## src/rtl/rvx_chain_req_initiator_if.sv

```systemverilog
// ----------------------------------------------------------------------------
// rvx_chain_req_initiator_if
// Bundles the handshake/bus signals of the chain request initiator.
//   cmd_*      local command in        (valid/ready, id, payload)
//   rsp_*      local result out        (valid/ready, data, status)
//   tx_*       request packet to chain (valid/ready, {type, body})
//   rx_*       packet from chain       (valid/ready, {type, body})
//   stray_drop one-cycle pulse when an rx packet is discarded
//   busy       initiator is not idle
// Modports: master = initiator side, slave = environment side.
// ----------------------------------------------------------------------------
interface rvx_chain_req_initiator_if #(
  parameter int TYPE_W = 2,
  parameter int BODY_W = 8,
  parameter int ID_W   = 2
) ();
  logic                     cmd_valid;
  logic                     cmd_ready;
  logic [ID_W-1:0]          cmd_id;
  logic [BODY_W-ID_W-1:0]   cmd_payload;

  logic                     rsp_valid;
  logic                     rsp_ready;
  logic [BODY_W-1:0]        rsp_data;
  logic [1:0]               rsp_status;

  logic                     tx_valid;
  logic                     tx_ready;
  logic [TYPE_W+BODY_W-1:0] tx_packet;

  logic                     rx_valid;
  logic                     rx_ready;
  logic [TYPE_W+BODY_W-1:0] rx_packet;

  logic                     stray_drop;
  logic                     busy;

  modport master (
    input  cmd_valid, cmd_id, cmd_payload, rsp_ready, tx_ready, rx_valid, rx_packet,
    output cmd_ready, rsp_valid, rsp_data, rsp_status, tx_valid, tx_packet, rx_ready,
           stray_drop, busy
  );

  modport slave (
    output cmd_valid, cmd_id, cmd_payload, rsp_ready, tx_ready, rx_valid, rx_packet,
    input  cmd_ready, rsp_valid, rsp_data, rsp_status, tx_valid, tx_packet, rx_ready,
           stray_drop, busy
  );
endinterface

```

## src/rtl/rvx_chain_req_initiator.sv

```systemverilog
// ----------------------------------------------------------------------------
// rvx_chain_req_initiator
// Initiator end of the single-word request/response packet chain. One local
// command becomes one request packet on tx; the initiator then waits on rx for
// either a response or its own request coming back unclaimed, and returns the
// result locally with a status. One transaction outstanding at a time.
// Ports:
//   clk    clock, rising edge
//   rstnn  asynchronous reset, active low
//   bus    rvx_chain_req_initiator_if.master (cmd, rsp, tx, rx, stray_drop, busy)
// Status codes: 00 ok, 01 unclaimed, 10 timeout.
// ----------------------------------------------------------------------------
module rvx_chain_req_initiator #(
  parameter int TYPE_W    = 2,
  parameter int BODY_W    = 8,
  parameter int ID_W      = 2,
  parameter int TYPE_REQ  = 1,
  parameter int TYPE_RSP  = 2,
  parameter int TIMEOUT   = 255,
  parameter int TIMEOUT_W = 8
) (
  input  logic                         clk,
  input  logic                         rstnn,
  rvx_chain_req_initiator_if.master    bus
);

  typedef enum logic [1:0] {S_IDLE, S_SEND, S_WAIT, S_DONE} state_t;
  typedef enum logic [1:0] {
    STAT_OK        = 2'b00,
    STAT_UNCLAIMED = 2'b01,
    STAT_TIMEOUT   = 2'b10
  } status_t;

  localparam logic [TYPE_W-1:0]    TYPE_REQ_C = TYPE_W'(TYPE_REQ);
  localparam logic [TYPE_W-1:0]    TYPE_RSP_C = TYPE_W'(TYPE_RSP);
  localparam logic [TIMEOUT_W-1:0] TIMER_LAST = TIMEOUT_W'(TIMEOUT - 1);

  state_t                r_state,      w_state_nxt;
  logic [BODY_W-1:0]     r_body,       w_body_nxt;
  logic [TIMEOUT_W-1:0]  r_timer,      w_timer_nxt;
  logic [BODY_W-1:0]     r_rsp_data,   w_rsp_data_nxt;
  status_t               r_rsp_status, w_rsp_status_nxt;
  logic                  r_stray,      w_stray_nxt;

  logic                  w_rx_ready;
  logic                  w_rx_fire;
  logic [TYPE_W-1:0]     w_rx_type;
  logic [BODY_W-1:0]     w_rx_body;
  logic                  w_rx_is_rsp;
  logic                  w_rx_is_own;
  logic                  w_timeout;

  // Handshake outputs decode from state only: no ready->valid combinational path.
  assign w_rx_ready  = (r_state != S_DONE);
  assign w_rx_fire   = bus.rx_valid && w_rx_ready;
  assign w_rx_type   = bus.rx_packet[TYPE_W+BODY_W-1 -: TYPE_W];
  assign w_rx_body   = bus.rx_packet[BODY_W-1:0];
  assign w_rx_is_rsp = (w_rx_type == TYPE_RSP_C);
  // Our own request came round the ring without any responder claiming it.
  assign w_rx_is_own = (w_rx_type == TYPE_REQ_C) &&
                       (w_rx_body[BODY_W-1 -: ID_W] == r_body[BODY_W-1 -: ID_W]);
  assign w_timeout   = (TIMEOUT != 0) && (r_timer == TIMER_LAST);

  // NOTE: every signal written here gets a default first, so no path leaves it
  // unassigned and no latch is inferred.
  always_comb begin
    w_state_nxt      = r_state;
    w_body_nxt       = r_body;
    w_timer_nxt      = r_timer;
    w_rsp_data_nxt   = r_rsp_data;
    w_rsp_status_nxt = r_rsp_status;
    w_stray_nxt      = 1'b0;

    case (r_state)
      S_IDLE: begin
        w_stray_nxt = w_rx_fire;
        if (bus.cmd_valid) begin
          w_body_nxt  = {bus.cmd_id, bus.cmd_payload};
          w_state_nxt = S_SEND;
        end
      end
      S_SEND: begin
        w_stray_nxt = w_rx_fire;
        if (bus.tx_ready) begin
          w_timer_nxt = '0;
          w_state_nxt = S_WAIT;
        end
      end
      S_WAIT: begin
        if (w_rx_fire && w_rx_is_rsp) begin
          w_rsp_data_nxt   = w_rx_body;
          w_rsp_status_nxt = STAT_OK;
          w_state_nxt      = S_DONE;
        end else if (w_rx_fire && w_rx_is_own) begin
          w_rsp_data_nxt   = w_rx_body;
          w_rsp_status_nxt = STAT_UNCLAIMED;
          w_state_nxt      = S_DONE;
        end else begin
          // A real rx result has priority over a timeout in the same cycle.
          w_stray_nxt = w_rx_fire;
          if (w_timeout) begin
            w_rsp_data_nxt   = '0;
            w_rsp_status_nxt = STAT_TIMEOUT;
            w_state_nxt      = S_DONE;
          end else begin
            w_timer_nxt = r_timer + TIMEOUT_W'(1);
          end
        end
      end
      S_DONE: begin
        if (bus.rsp_ready) w_state_nxt = S_IDLE;
      end
      default: w_state_nxt = S_IDLE;
    endcase
  end

  // NOTE: sequential state uses non-blocking assignments so all registers
  // update together from values sampled before the edge.
  always_ff @(posedge clk or negedge rstnn) begin
    if (!rstnn) begin
      r_state <= S_IDLE;
    end else begin
      r_state <= w_state_nxt;
    end
  end

  // NOTE: the data/status registers are reset too, so outputs are defined (0)
  // straight out of reset instead of showing stale values.
  always_ff @(posedge clk or negedge rstnn) begin
    if (!rstnn) begin
      r_body       <= '0;
      r_timer      <= '0;
      r_rsp_data   <= '0;
      r_rsp_status <= STAT_OK;
      r_stray      <= 1'b0;
    end else begin
      r_body       <= w_body_nxt;
      r_timer      <= w_timer_nxt;
      r_rsp_data   <= w_rsp_data_nxt;
      r_rsp_status <= w_rsp_status_nxt;
      r_stray      <= w_stray_nxt;
    end
  end

  assign bus.cmd_ready  = (r_state == S_IDLE);
  assign bus.tx_valid   = (r_state == S_SEND);
  assign bus.tx_packet  = (r_state == S_SEND) ? {TYPE_REQ_C, r_body} : '0;
  assign bus.rx_ready   = w_rx_ready;
  assign bus.rsp_valid  = (r_state == S_DONE);
  assign bus.rsp_data   = r_rsp_data;
  assign bus.rsp_status = r_rsp_status;
  assign bus.stray_drop = r_stray;
  assign bus.busy       = (r_state != S_IDLE);

endmodule

```

## src/flat_wrapper.sv

```systemverilog
// flat-port wrapper written by rule: the top's interface ports become plain ports
module rvx_chain_req_initiator_flat 
#(
  parameter int TYPE_W    = 2,
  parameter int BODY_W    = 8,
  parameter int ID_W      = 2,
  parameter int TYPE_REQ  = 1,
  parameter int TYPE_RSP  = 2,
  parameter int TIMEOUT   = 255,
  parameter int TIMEOUT_W = 8
)
  (clk, rstnn, bus_cmd_valid, bus_cmd_id, bus_cmd_payload, bus_rsp_ready, bus_tx_ready, bus_rx_valid, bus_rx_packet, bus_cmd_ready, bus_rsp_valid, bus_rsp_data, bus_rsp_status, bus_tx_valid, bus_tx_packet, bus_rx_ready, bus_stray_drop, bus_busy);
  rvx_chain_req_initiator_if #(.TYPE_W(TYPE_W), .BODY_W(BODY_W), .ID_W(ID_W)) bus_i ();
  input  logic clk;
  input  logic rstnn;
  input wire logic [$bits(bus_i.cmd_valid)-1:0] bus_cmd_valid;
  input wire logic [$bits(bus_i.cmd_id)-1:0] bus_cmd_id;
  input wire logic [$bits(bus_i.cmd_payload)-1:0] bus_cmd_payload;
  input wire logic [$bits(bus_i.rsp_ready)-1:0] bus_rsp_ready;
  input wire logic [$bits(bus_i.tx_ready)-1:0] bus_tx_ready;
  input wire logic [$bits(bus_i.rx_valid)-1:0] bus_rx_valid;
  input wire logic [$bits(bus_i.rx_packet)-1:0] bus_rx_packet;
  output wire logic [$bits(bus_i.cmd_ready)-1:0] bus_cmd_ready;
  output wire logic [$bits(bus_i.rsp_valid)-1:0] bus_rsp_valid;
  output wire logic [$bits(bus_i.rsp_data)-1:0] bus_rsp_data;
  output wire logic [$bits(bus_i.rsp_status)-1:0] bus_rsp_status;
  output wire logic [$bits(bus_i.tx_valid)-1:0] bus_tx_valid;
  output wire logic [$bits(bus_i.tx_packet)-1:0] bus_tx_packet;
  output wire logic [$bits(bus_i.rx_ready)-1:0] bus_rx_ready;
  output wire logic [$bits(bus_i.stray_drop)-1:0] bus_stray_drop;
  output wire logic [$bits(bus_i.busy)-1:0] bus_busy;
  assign bus_i.cmd_valid = bus_cmd_valid;
  assign bus_i.cmd_id = bus_cmd_id;
  assign bus_i.cmd_payload = bus_cmd_payload;
  assign bus_i.rsp_ready = bus_rsp_ready;
  assign bus_i.tx_ready = bus_tx_ready;
  assign bus_i.rx_valid = bus_rx_valid;
  assign bus_i.rx_packet = bus_rx_packet;
  assign bus_cmd_ready = bus_i.cmd_ready;
  assign bus_rsp_valid = bus_i.rsp_valid;
  assign bus_rsp_data = bus_i.rsp_data;
  assign bus_rsp_status = bus_i.rsp_status;
  assign bus_tx_valid = bus_i.tx_valid;
  assign bus_tx_packet = bus_i.tx_packet;
  assign bus_rx_ready = bus_i.rx_ready;
  assign bus_stray_drop = bus_i.stray_drop;
  assign bus_busy = bus_i.busy;
  rvx_chain_req_initiator #(.TYPE_W(TYPE_W), .BODY_W(BODY_W), .ID_W(ID_W), .TYPE_REQ(TYPE_REQ), .TYPE_RSP(TYPE_RSP), .TIMEOUT(TIMEOUT), .TIMEOUT_W(TIMEOUT_W)) u_core (.clk(clk), .rstnn(rstnn), .bus(bus_i));
endmodule
```

## config.mk

```make
export PLATFORM = sky130hd
export DESIGN_NAME = rvx_chain_req_initiator_flat
export DESIGN_NICKNAME = d
export VERILOG_FILES = /design/src/rtl/rvx_chain_req_initiator_if.sv /design/src/rtl/rvx_chain_req_initiator.sv /design/src/flat_wrapper.sv
export SDC_FILE = /design/constraint.sdc
export NUM_CORES = 1
export LEC_CHECK = 0
export BUFFER_PORTS_ARGS = -buffer_cell sky130_fd_sc_hd__buf_2
export CORE_MARGIN = 4
export CORE_UTILIZATION = 40
export CTS_BUF_LIST = sky130_fd_sc_hd__clkbuf_16
export DETAILED_ROUTE_END_ITERATION = 8
export MAX_ROUTING_LAYER = met4
export PLACE_DENSITY = 0.66
export RECOVER_POWER = 50
export SYNTH_ARGS = -nofsm -noshare
export SYNTH_HDL_FRONTEND = slang
export SYNTH_SLANG_ARGS = --single-unit
export TNS_END_PERCENT = 50
```

## constraint.sdc

```tcl
create_clock -name clk -period 2.2 [get_ports clk]
set_input_delay 0.11 -clock clk [delete_from_list [all_inputs] [get_ports clk]]
set_output_delay 0.11 -clock clk [all_outputs]
set_load 0.02 [all_outputs]
```

==> results of run 1 <==
synthesized netlist by cell type, types with 2 or more instances:
cell	n
a21oi_1	3
a221o_1	3
and2_1	9
buf_4	3
clkbuf_1	5
dfrtp_1	29
ha_1	8
inv_1	14
mux2_2	9
nand2_1	11
nand2b_1	2
nand3_1	6
nand4_1	2
nand4b_1	3
nand4bb_1	2
nor2_1	2
nor3_1	3
nor3b_1	3
nor4_1	2
o211ai_1	10
o21ai_0	8
o311a_1	3
o311ai_0	2
or3_1	2
xor2_2	2
stage by stage:
stage                     setup WS, ps  util [%]  instances
after floorplan                    182         -        167
after global placement             218      49.8        264
after detailed placement           149      49.8        264
after CTS                          158      53.3        272
after global routing              15.9      52.9        272
final                              163      52.9        272
logic make-up after synthesis:
| group | after synthesis | share of synthesized area (%) |
|---|---|---|
| AOI/OAI and AO/OA | 41 | 18.2 |
| xor gates and xnor gates | 2 | 1.90 |
| adders and majority gates | 8 | 5.86 |
| buffers and inverters | 24 | 6.44 |
| DFF | 29 | 42.5 |
| muxes | 9 | 5.93 |
| other | 1 | 0.219 |
| and+or+nand+nor | 53 | 19.0 |
state kept, by name, summed over array words and instances (netlist names):
| signal | flops |
|---|---|
| u_core.r_body | 8 |
| u_core.bus.rsp_data | 8 |
| u_core.bus.rsp_status | 2 |
| u_core.r_timer | 8 |
| u_core.bus.stray_drop | 1 |
| u_core.r_state | 2 |
final timing paths:
check | start | end | depth (start not counted)
worst max-delay path | u_core.r_state[0] | u_core.r_state[1] | 5
max in group asynchronous | rstnn | u_core.r_body[7] | 2
min in group asynchronous | rstnn | u_core.r_timer[1] | 2
worst min register to register | u_core.r_body[5] | u_core.r_body[5] | 1
worst max register to register | u_core.r_state[0] | u_core.r_state[1] | 5
worst min-delay path | bus_cmd_payload[4] | u_core.r_body[4] | 2
worst max-delay path, cell delays in order (launching register included):
cell and delay, ps:
dfrtp_1 430, ha_1 260, nand4bb_1 250, or3_4 380, a31oi_1 240, mux2_2 360
power breakdown:
group          switching [W]  total, W  internal, W
Clock               0.000214  0.000616     0.000402
Combinational       0.000842   0.00135     0.000508
Sequential          0.000144  0.000886     0.000742
Total                0.00120   0.00285      0.00165
cell type report:
| type | instances | area (µm²) | share of cell area (%) |
|---|---|---|---|
| clock inverter | 2 | 7.51 | 0.349 |
| clock buffer | 5 | 125 | 5.82 |
| sequential | 29 | 726 | 33.8 |
| inverter | 14 | 52.6 | 2.45 |
| tap | 50 | 62.6 | 2.91 |
| multi-input combinational | 114 | 873 | 40.7 |
| timing repair buffer | 58 | 302 | 14.0 |
layer usage:
metal,wire [µm],vias up
li1,-,720
met1,1910,700
met2,1790,48
met3,203,4
met4,49,0
met5,0,-
==> impl_results.md, run 1 <==
- Routed WL: 3950 µm
- # fillers: 363
- Met2 Use GR: 24.2%
- DRC: 0
- Fmax: about 500 MHz
- Total gr overflow: 0
- Htree depth: 2
- Hold Slack: approximately 68 ps
- Met3 Use GR: 5.20%
- Die Span Y: 73.4 µm
- Tot GR Track Use: between 10% and 20%
- First-pass GRT wire length: 6760 µm
- Cell count after synthesis: 167
- Yosys cell types: 46
- Post-synth top area cell: dfrtp_1
- DR pass1 iterations: 4
- Initial antenna violation count: 0
- HPWL after DPL: 2890 µm
- Setup repair bufs after CTS: 0
- Peak supply drop: 939 µV
- EDFF count, synth: 0
- Initial Util: 42.1%
- FF+latch count, synth: 29
- Total Neg Setup Slack: 0 ps
- Most frequent cells in the layout: 35 x buf_2, 29 x dfrtp_1, 15 x inv_1, 13 x clkbuf_1, 11 x nand2_1
- CORE AREA: 4060 µm²
- Worst-margin pin slew: 1610 ps
- CP Capture Type: flip-flop
- Post-layout nets: 254
- Type of the most critical hold path: in -> reg
- Die area: between 5000 and 6000 µm²
- Sequential share of the synthesized area: between 40% and 50%
- Setup violations, final: 0
- Synth Cell Area: 1710 µm²
- Crit Path Max Fanout: 5
- Worst-skew pair later-pin latency: 270 ps
- Clk buf depth: 2
- Clk root buf: clkbuf_16
- # hold bufs at CTS: 1
- Met1 Usage GRT: between 20% and 30%
- Critical Path AT: between 2000 and 2500 ps
- Design Area, Final: around 2100 µm²
- Core Rows: 23
- Worst-path clk slew: 50 ps
- CTS Buf Count: 5
- Vias in the first global route: 1480
- Count of boundary I/O pins: 50
- Post-CTS Resized: 0
- Top post-synthesis cells by area: dfrtp_1 42%, mux2_2 5.9%, ha_1 5.9%
- 1st-iter DRT viols: 76
- Syn nets: 199
- LEAKAGE: 0.999 nW
- DRT antenna net count: 0
- Worst setup SP type: flip-flop
- Main flop type after synthesis: dfrtp_1
- Largest net degree at the start of global routing: 30
- Gr busiest metal: met2
- Pwr/cell area: ~1300 nW/µm²
- Vias: 1472
- Final period util: 92.6%
- Area delta synth->final: 25.7%
- Synth top area share: ~42%
- Slew Viols, Final: 30
- Die X: ~73 µm
- Setup Skew: 3.44 ps
- Tot Pwr: around 0.0029 W
- Final GP Congestion: 0.780
- Avg Cell Area, Syn: between 10 and 15 µm²
- YS warnings: 0
- Critical path class: reg -> reg
- RSZ-0062 raised after global routing: no
- Outcome: finished, violations left
- Layout cells sized above 1: 28.4%
- Clock sink count: 29
- Vias/cell: ~5.4
- Min cycle time layout: 2040 ps
- Commonest non-fill, non-tap cell in the layout: buf_2
- Port Buf Inserts: 48
- Routed len/inst: ~15 µm
- CTS tree: yes
- N_diodes: 0
- Async SR Flop Fraction: 100%
- Fin. Hold Viols: 0
- Slew HR: -7.40%
- Crit path required time: 2360 ps
- Worst R2R Setup Slack: 160 ps
- Max_cap viols: 1
- Post-DP Area: 2020 µm²
- Failing checks: capacitance limit, slew limit
(Power assumes the default switching activity.)
==> run 2: changes to the inputs <==
==> constraint.sdc (replaced) <==
create_clock -name clk -period 2.2 [get_ports clk]
set_input_delay 0.44 -clock clk [delete_from_list [all_inputs] [get_ports clk]]
set_output_delay 0.44 -clock clk [all_outputs]
set_load 0.02 [all_outputs]
==> impl_results.md, run 2 (synthesis gave the netlist of run 1 again) <==
- Routed len/inst: 14.1 µm (-2.6%)
- Slew HR: -4.39% (+3.0 points)
- Setup repair bufs after CTS: 0 (unchanged)
- Die Span Y: 73.4 µm (unchanged)
- Design Area, Final: 2140 µm² (-0.58%)
- Worst-path clk slew: 50 ps (about the same)
- Clk buf depth: 2 (unchanged)
- Port Buf Inserts: 48 (unchanged)
- Total gr overflow: 0 (unchanged)
- Setup violations, final: 0 (unchanged)
- 1st-iter DRT viols: 81 (+6.6%)
- Initial Util: 42.1% (unchanged)
- CP max stage cell: dfrtp_1
- Hold_sp: bus_cmd_payload[4]
- Worst setup SP type: flip-flop
- DRC: 0 (unchanged)
- Crit-path cells: ha_1, nand4bb_1, or3_4, a31oi_1, mux2_2
- Crit path largest cell delay: 420 ps (about the same)
- Outcome: finished, violations left
- Vias/cell: 5.33 (-1.4%)
- Fin. Hold Viols: 0 (unchanged)
- Routed WL: 3820 µm (-3.3%)
- Post-DP Area: 2020 µm² (unchanged)
- Critical Path AT: 2170 ps (-20 ps)
- Min cycle time layout: 2020 ps (-15.2 ps)
- DRT antenna net count: 0 (unchanged)
- Pwr/cell area: 1330 nW/µm² (about the same)
- Type of the most critical hold path: in -> reg
- Hold depth: 2 (unchanged)
- Crit path required time: 2350 ps (about the same)
- Area delta synth->final: 25.0%
- Final GP Congestion: 0.772 (-0.95%)
- Fmax: 495 MHz (+0.75%)
- Crit Path Max Fanout: 5 (unchanged)
- Final period util: 91.9% (-0.69 points)
- HPWL after DPL: 2820 µm (-2.4%)
- Failing checks: capacitance limit, slew limit
- First-pass GRT wire length: 6500 µm (-3.9%)
- Vias in the first global route: 1423 (-3.9%)
- Die X: 73.4 µm (unchanged)
- Worst R2R Setup Slack: 180 ps (+20 ps)
- Post-CTS Resized: 0 (unchanged)
- Worst-margin pin slew: 1570 ps (-45.2 ps)
- Peak supply drop: 838 µV (-11%)
- Clock sink count: 29 (unchanged)
- Setup crit start: u_core.r_state[0]
- Reg-to-Reg Start: u_core.r_state[0]
- Die area: 5380 µm² (unchanged)
- Core Rows: 23 (unchanged)
- Post-layout nets: 253 (-0.39%)
- # hold bufs at CTS: 0 (-1)
- Max_cap viols: 1 (unchanged)
- DR pass1 iterations: 4 (unchanged)
- Most frequent cells in the layout: 35 x buf_2, 29 x dfrtp_1, 14 x inv_1, 13 x clkbuf_1, 11 x nand2_1
- Setup Skew: 1.62 ps (-1.82 ps)
- Vias: 1440 (-2.2%)
- Commonest non-fill, non-tap cell in the layout: buf_2
- RSZ-0062 raised after global routing: no
- CTS tree: yes
- CTS Buf Count: 5 (unchanged)
- Tot GR Track Use: 16.0% (-0.92 points)
- Htree depth: 2 (unchanged)
- CP Capture Type: flip-flop
- R2R cell count: 5 (unchanged)
- Worst-skew pair later-pin latency: 270 ps (about the same)
- Critical path class: reg -> reg
- CORE AREA: 4060 µm² (unchanged)
- Count of boundary I/O pins: 50 (unchanged)
- N_diodes: 0 (unchanged)
- Total Neg Setup Slack: 0 ps (unchanged)
- LEAKAGE: 0.992 nW (-0.72%)
- Layout cells sized above 1: 29.1% (+0.71 points)
- Largest net degree at the start of global routing: 30 (unchanged)
- Initial antenna violation count: 0 (unchanged)
- Slew Viols, Final: 30 (unchanged)
- Clk root buf: clkbuf_16
run 2: changes by cell type in the layout (fill, tap and decap cells not counted), sizes merged:
cell and change:
inv -1, dlygate4sd3 -1
run 2: report_power, final:
| group | internal, W | switching (W) |
|---|---|---|
| combinational | 0.000507 | 0.000843 |
| clock | 0.000401 | 0.000210 |
| sequential | 0.000742 | 0.000135 |
| total | 0.00165 | 0.00119 |
run 2: final timing paths:
path                                     end
min                         u_core.r_body[4]
min reg2reg                 u_core.r_body[4]
max                        u_core.r_state[1]
min in group asynchronous  u_core.r_timer[3]
max reg2reg                u_core.r_state[1]
max in group asynchronous  u_core.r_timer[6]
run 2: per-layer routing:
metal / wire [µm] / up-vias / share of wire, % / global-route usage [%]
met3: 179 / 6 / 4.7 / 4.10
met5: 0 / - / 0 / -
met2: 1680 / 41 / 44 / 23.8
met4: 46 / 0 / 1.2 / 4.23
met1: 1910 / 676 / 50 / 21.7
li1: - / 717 / - / -
run 2: area by class of cell:
type                    instances  area, µm²
well taps                      50       62.6
fillers                       367       1920
clock inverters                 1       5.00
inverters                      14       52.6
flip-flops and latches         29        726
multi-input cells             114        873
clock buffers                   5        125
repair buffers                 57        292
run 2: worst max-delay path, delay by kind of cell (launching register included):
family          cells  cell delay, ps
compound gates      1             250
flops               1             420
simple gates        2             620
mux                 1             360
fa+ha+maj           1             260
run 2: metrics by stage:
stage	setup WS, ps	hold slack (ps)	cells	power, W	utilization, %
finish	178	401	270	0.00284	52.6
global route	33.8	406	270	0.00305	52.6
CTS	173	235	270	0.00291	53.0
detailed placement	175	491	264	0.00227	49.8
global placement	214	484	264	0.00227	49.8
floorplan	182	144	167	0.00185	-
==> run 3: changes to the inputs <==
- CORE_ASPECT_RATIO: not set -> 2
==> impl_results.md, run 3 (synthesis gave the netlist of run 1 again) <==
- Commonest non-fill, non-tap cell in the layout: buf_2
- CP Capture Type: flip-flop
- Total gr overflow: 0 (unchanged)
- DRC: 0 (unchanged)
- Layout cells sized above 1: 29.4% (+0.32 points)
- Tot GR Track Use: 18.5% (+2.5 points)
- Area delta synth->final: 25.5%
- DRT antenna net count: 0 (unchanged)
- Hold Slack: 402 ps (+1.15 ps)
- CTS Buf Count: 5 (unchanged)
- Worst-margin pin slew: 1550 ps (-12.2 ps)
- Sw Ratio: 42.1% (+0.18 points)
- Peak supply drop: 1040 µV (+24%)
- Post-DP Area: 2030 µm² (+0.50%)
- Routed len/inst: 15.7 µm (+11%)
- Crit path required time: 2350 ps (about the same)
- Vias in the first global route: 1561 (+9.7%)
- Worst setup SP type: flip-flop
- Clk buf depth: 2 (unchanged)
- # fillers: 397 (+8.2%)
- Setup violations, final: 0 (unchanged)
- Clk root buf: clkbuf_16
- Clock sink count: 29 (unchanged)
- Metal3 WL: 167 µm (-6.7%)
- Die Span Y: 100 µm (+37%)
- First-pass GRT wire length: 7200 µm (+11%)
- Min cycle time layout: 2040 ps (+18.7 ps)
- Setup repair bufs after CTS: 0 (unchanged)
- Post-layout nets: 254 (+0.40%)
- Worst-skew pair later-pin latency: 270 ps (about the same)
- Crit path largest cell delay: 420 ps (about the same)
- Largest net degree at the start of global routing: 30 (unchanged)
- Type of the most critical hold path: in -> reg
- Critical path class: reg -> reg
- Total Neg Setup Slack: 0 ps (unchanged)
- Core Rows: 33 (+43%)
- N_diodes: 0 (unchanged)
- Design Area, Final: 2150 µm² (+0.47%)
- Crit Path Max Fanout: 5 (unchanged)
- NetSw: 0.00124 W (+4.1%)
- Vias/cell: 5.45 (+2.3%)
- Met2 routed WL: 2420 µm (+44%)
- Initial Util: 41.4% (-0.73 points)
- Vias: 1489 (+3.4%)
- 1st-iter DRT viols: 32 (-60%)
- Pwr/cell area: 1370 nW/µm² (+3.2%)
- HPWL after DPL: 3290 µm (+17%)
- Htree depth: 2 (unchanged)
- CORE AREA: 4130 µm² (+1.8%)
- Metal-1 WL: 1600 µm (-16%)
- Combinational share of power: 49.5% (+1.9 points)
- Failing checks: capacitance limit, slew limit
- Fin. Hold Viols: 0 (unchanged)
- Slew HR: -3.58% (+0.81 points)
- Port Buf Inserts: 48 (unchanged)
- Outcome: finished, violations left
- Worst-path clk slew: 50 ps (about the same)
- Max_cap viols: 1 (unchanged)
- Final Util: 52.0% (-0.67 points)
- Post-CTS Resized: 0 (unchanged)
- Setup Skew: 3.54 ps (+1.92 ps)
- Die area: 5450 µm² (+1.2%)
- DR pass1 iterations: 4 (unchanged)
- Most frequent cells in the layout: 35 x buf_2, 29 x dfrtp_1, 14 x inv_1, 13 x clkbuf_1, 11 x nand2_1
- CTS tree: yes
- # hold bufs at CTS: 0 (unchanged)
- Tot Pwr: 0.00294 W (+3.7%)
- Final GP Congestion: 0.849 (+10%)
- Pint: 0.00170 W (+3.4%)
- Fmax: 490 MHz (-0.92%)
- Final period util: 92.8% (+0.85 points)
- Count of boundary I/O pins: 50 (unchanged)
- Clock share of power: 20.8% (-0.7 points)
- Critical Path AT: 2190 ps (+20 ps)
- Hold depth: 2 (unchanged)
- Routed WL: 4280 µm (+12%)
- Slew Viols, Final: 30 (unchanged)
- Initial antenna violation count: 0 (unchanged)
- Uppermost layer routed: met4
- Crit-path cells: ha_1, nand4bb_1, or3_4, a31oi_1, mux2_2
- R2R cell count: 5 (unchanged)
- Sequential power share: 29.7% (-1.2 points)
- LEAKAGE: 0.998 nW (+0.59%)
- Die X: 54.2 µm (-26%)
- CP max stage cell: dfrtp_1
- RSZ-0062 raised after global routing: no
## run 3: changes by cell type in the layout (fill, tap and decap cells not counted), sizes merged
cell / previous run / this run
buf: 44 / 45
## run 3: layer usage
layer | GRT usage, % | vias to the layer above
li1 | - | 721
met1 | 20.2 | 717
met2 | 32.2 | 42
met3 | 2.67 | 9
met4 | 6.91 | 0
met5 | - | -
## run 3: area by class of cell
| type | instances | area, µm² | share of cell area, % |
|---|---|---|---|
| multi-input combinational | 114 | 873 | 40.7 |
| sequential | 29 | 726 | 33.8 |
| timing repair buffer | 58 | 299 | 13.9 |
| clock buffer | 5 | 125 | 5.83 |
| tap | 52 | 65.1 | 3.03 |
| inverter | 14 | 52.6 | 2.45 |
| clock inverter | 1 | 5.00 | 0.233 |
## run 3: path summary, 6_finish.rpt
kind | from | to | slack [ps]
max in group asynchronous | rstnn | u_core.r_timer[7] | 740
max | u_core.r_state[0] | u_core.r_state[1] | 160
min in group asynchronous | rstnn | u_core.bus.rsp_data[2] | 550
min reg2reg | u_core.r_body[0] | u_core.r_body[0] | 500
min | bus_cmd_payload[5] | u_core.r_body[5] | 400
max reg2reg | u_core.r_state[0] | u_core.r_state[1] | 160
## run 3: power groups by stage
stage,clock network (W),logic (W),registers [W]
2_1_floorplan,0,0.000861,0.000986
3_3_place_gp,0,0.00149,0.000874
3_5_place_dp,0,0.00150,0.000880
4_1_cts,0.000628,0.00150,0.000874
5_1_grt,0.000657,0.00161,0.000903
6_report,0.000613,0.00146,0.000873
## run 3: worst max-delay path, delay by kind of cell (launching register included)
kind                     cells  cell delay [ps]
AND/OR/NAND/NOR              2              630
adder cells (fa/ha/maj)      1              270
multiplexers                 1              360
AO/OA/AOI/OAI                1              240
flip-flops                   1              420
## run 3: through the flow
step	std cells	worst slack [ps]
finish	273	159
detailed placement	267	153
global route	273	34.7
floorplan	167	182
global placement	267	204
CTS	273	150
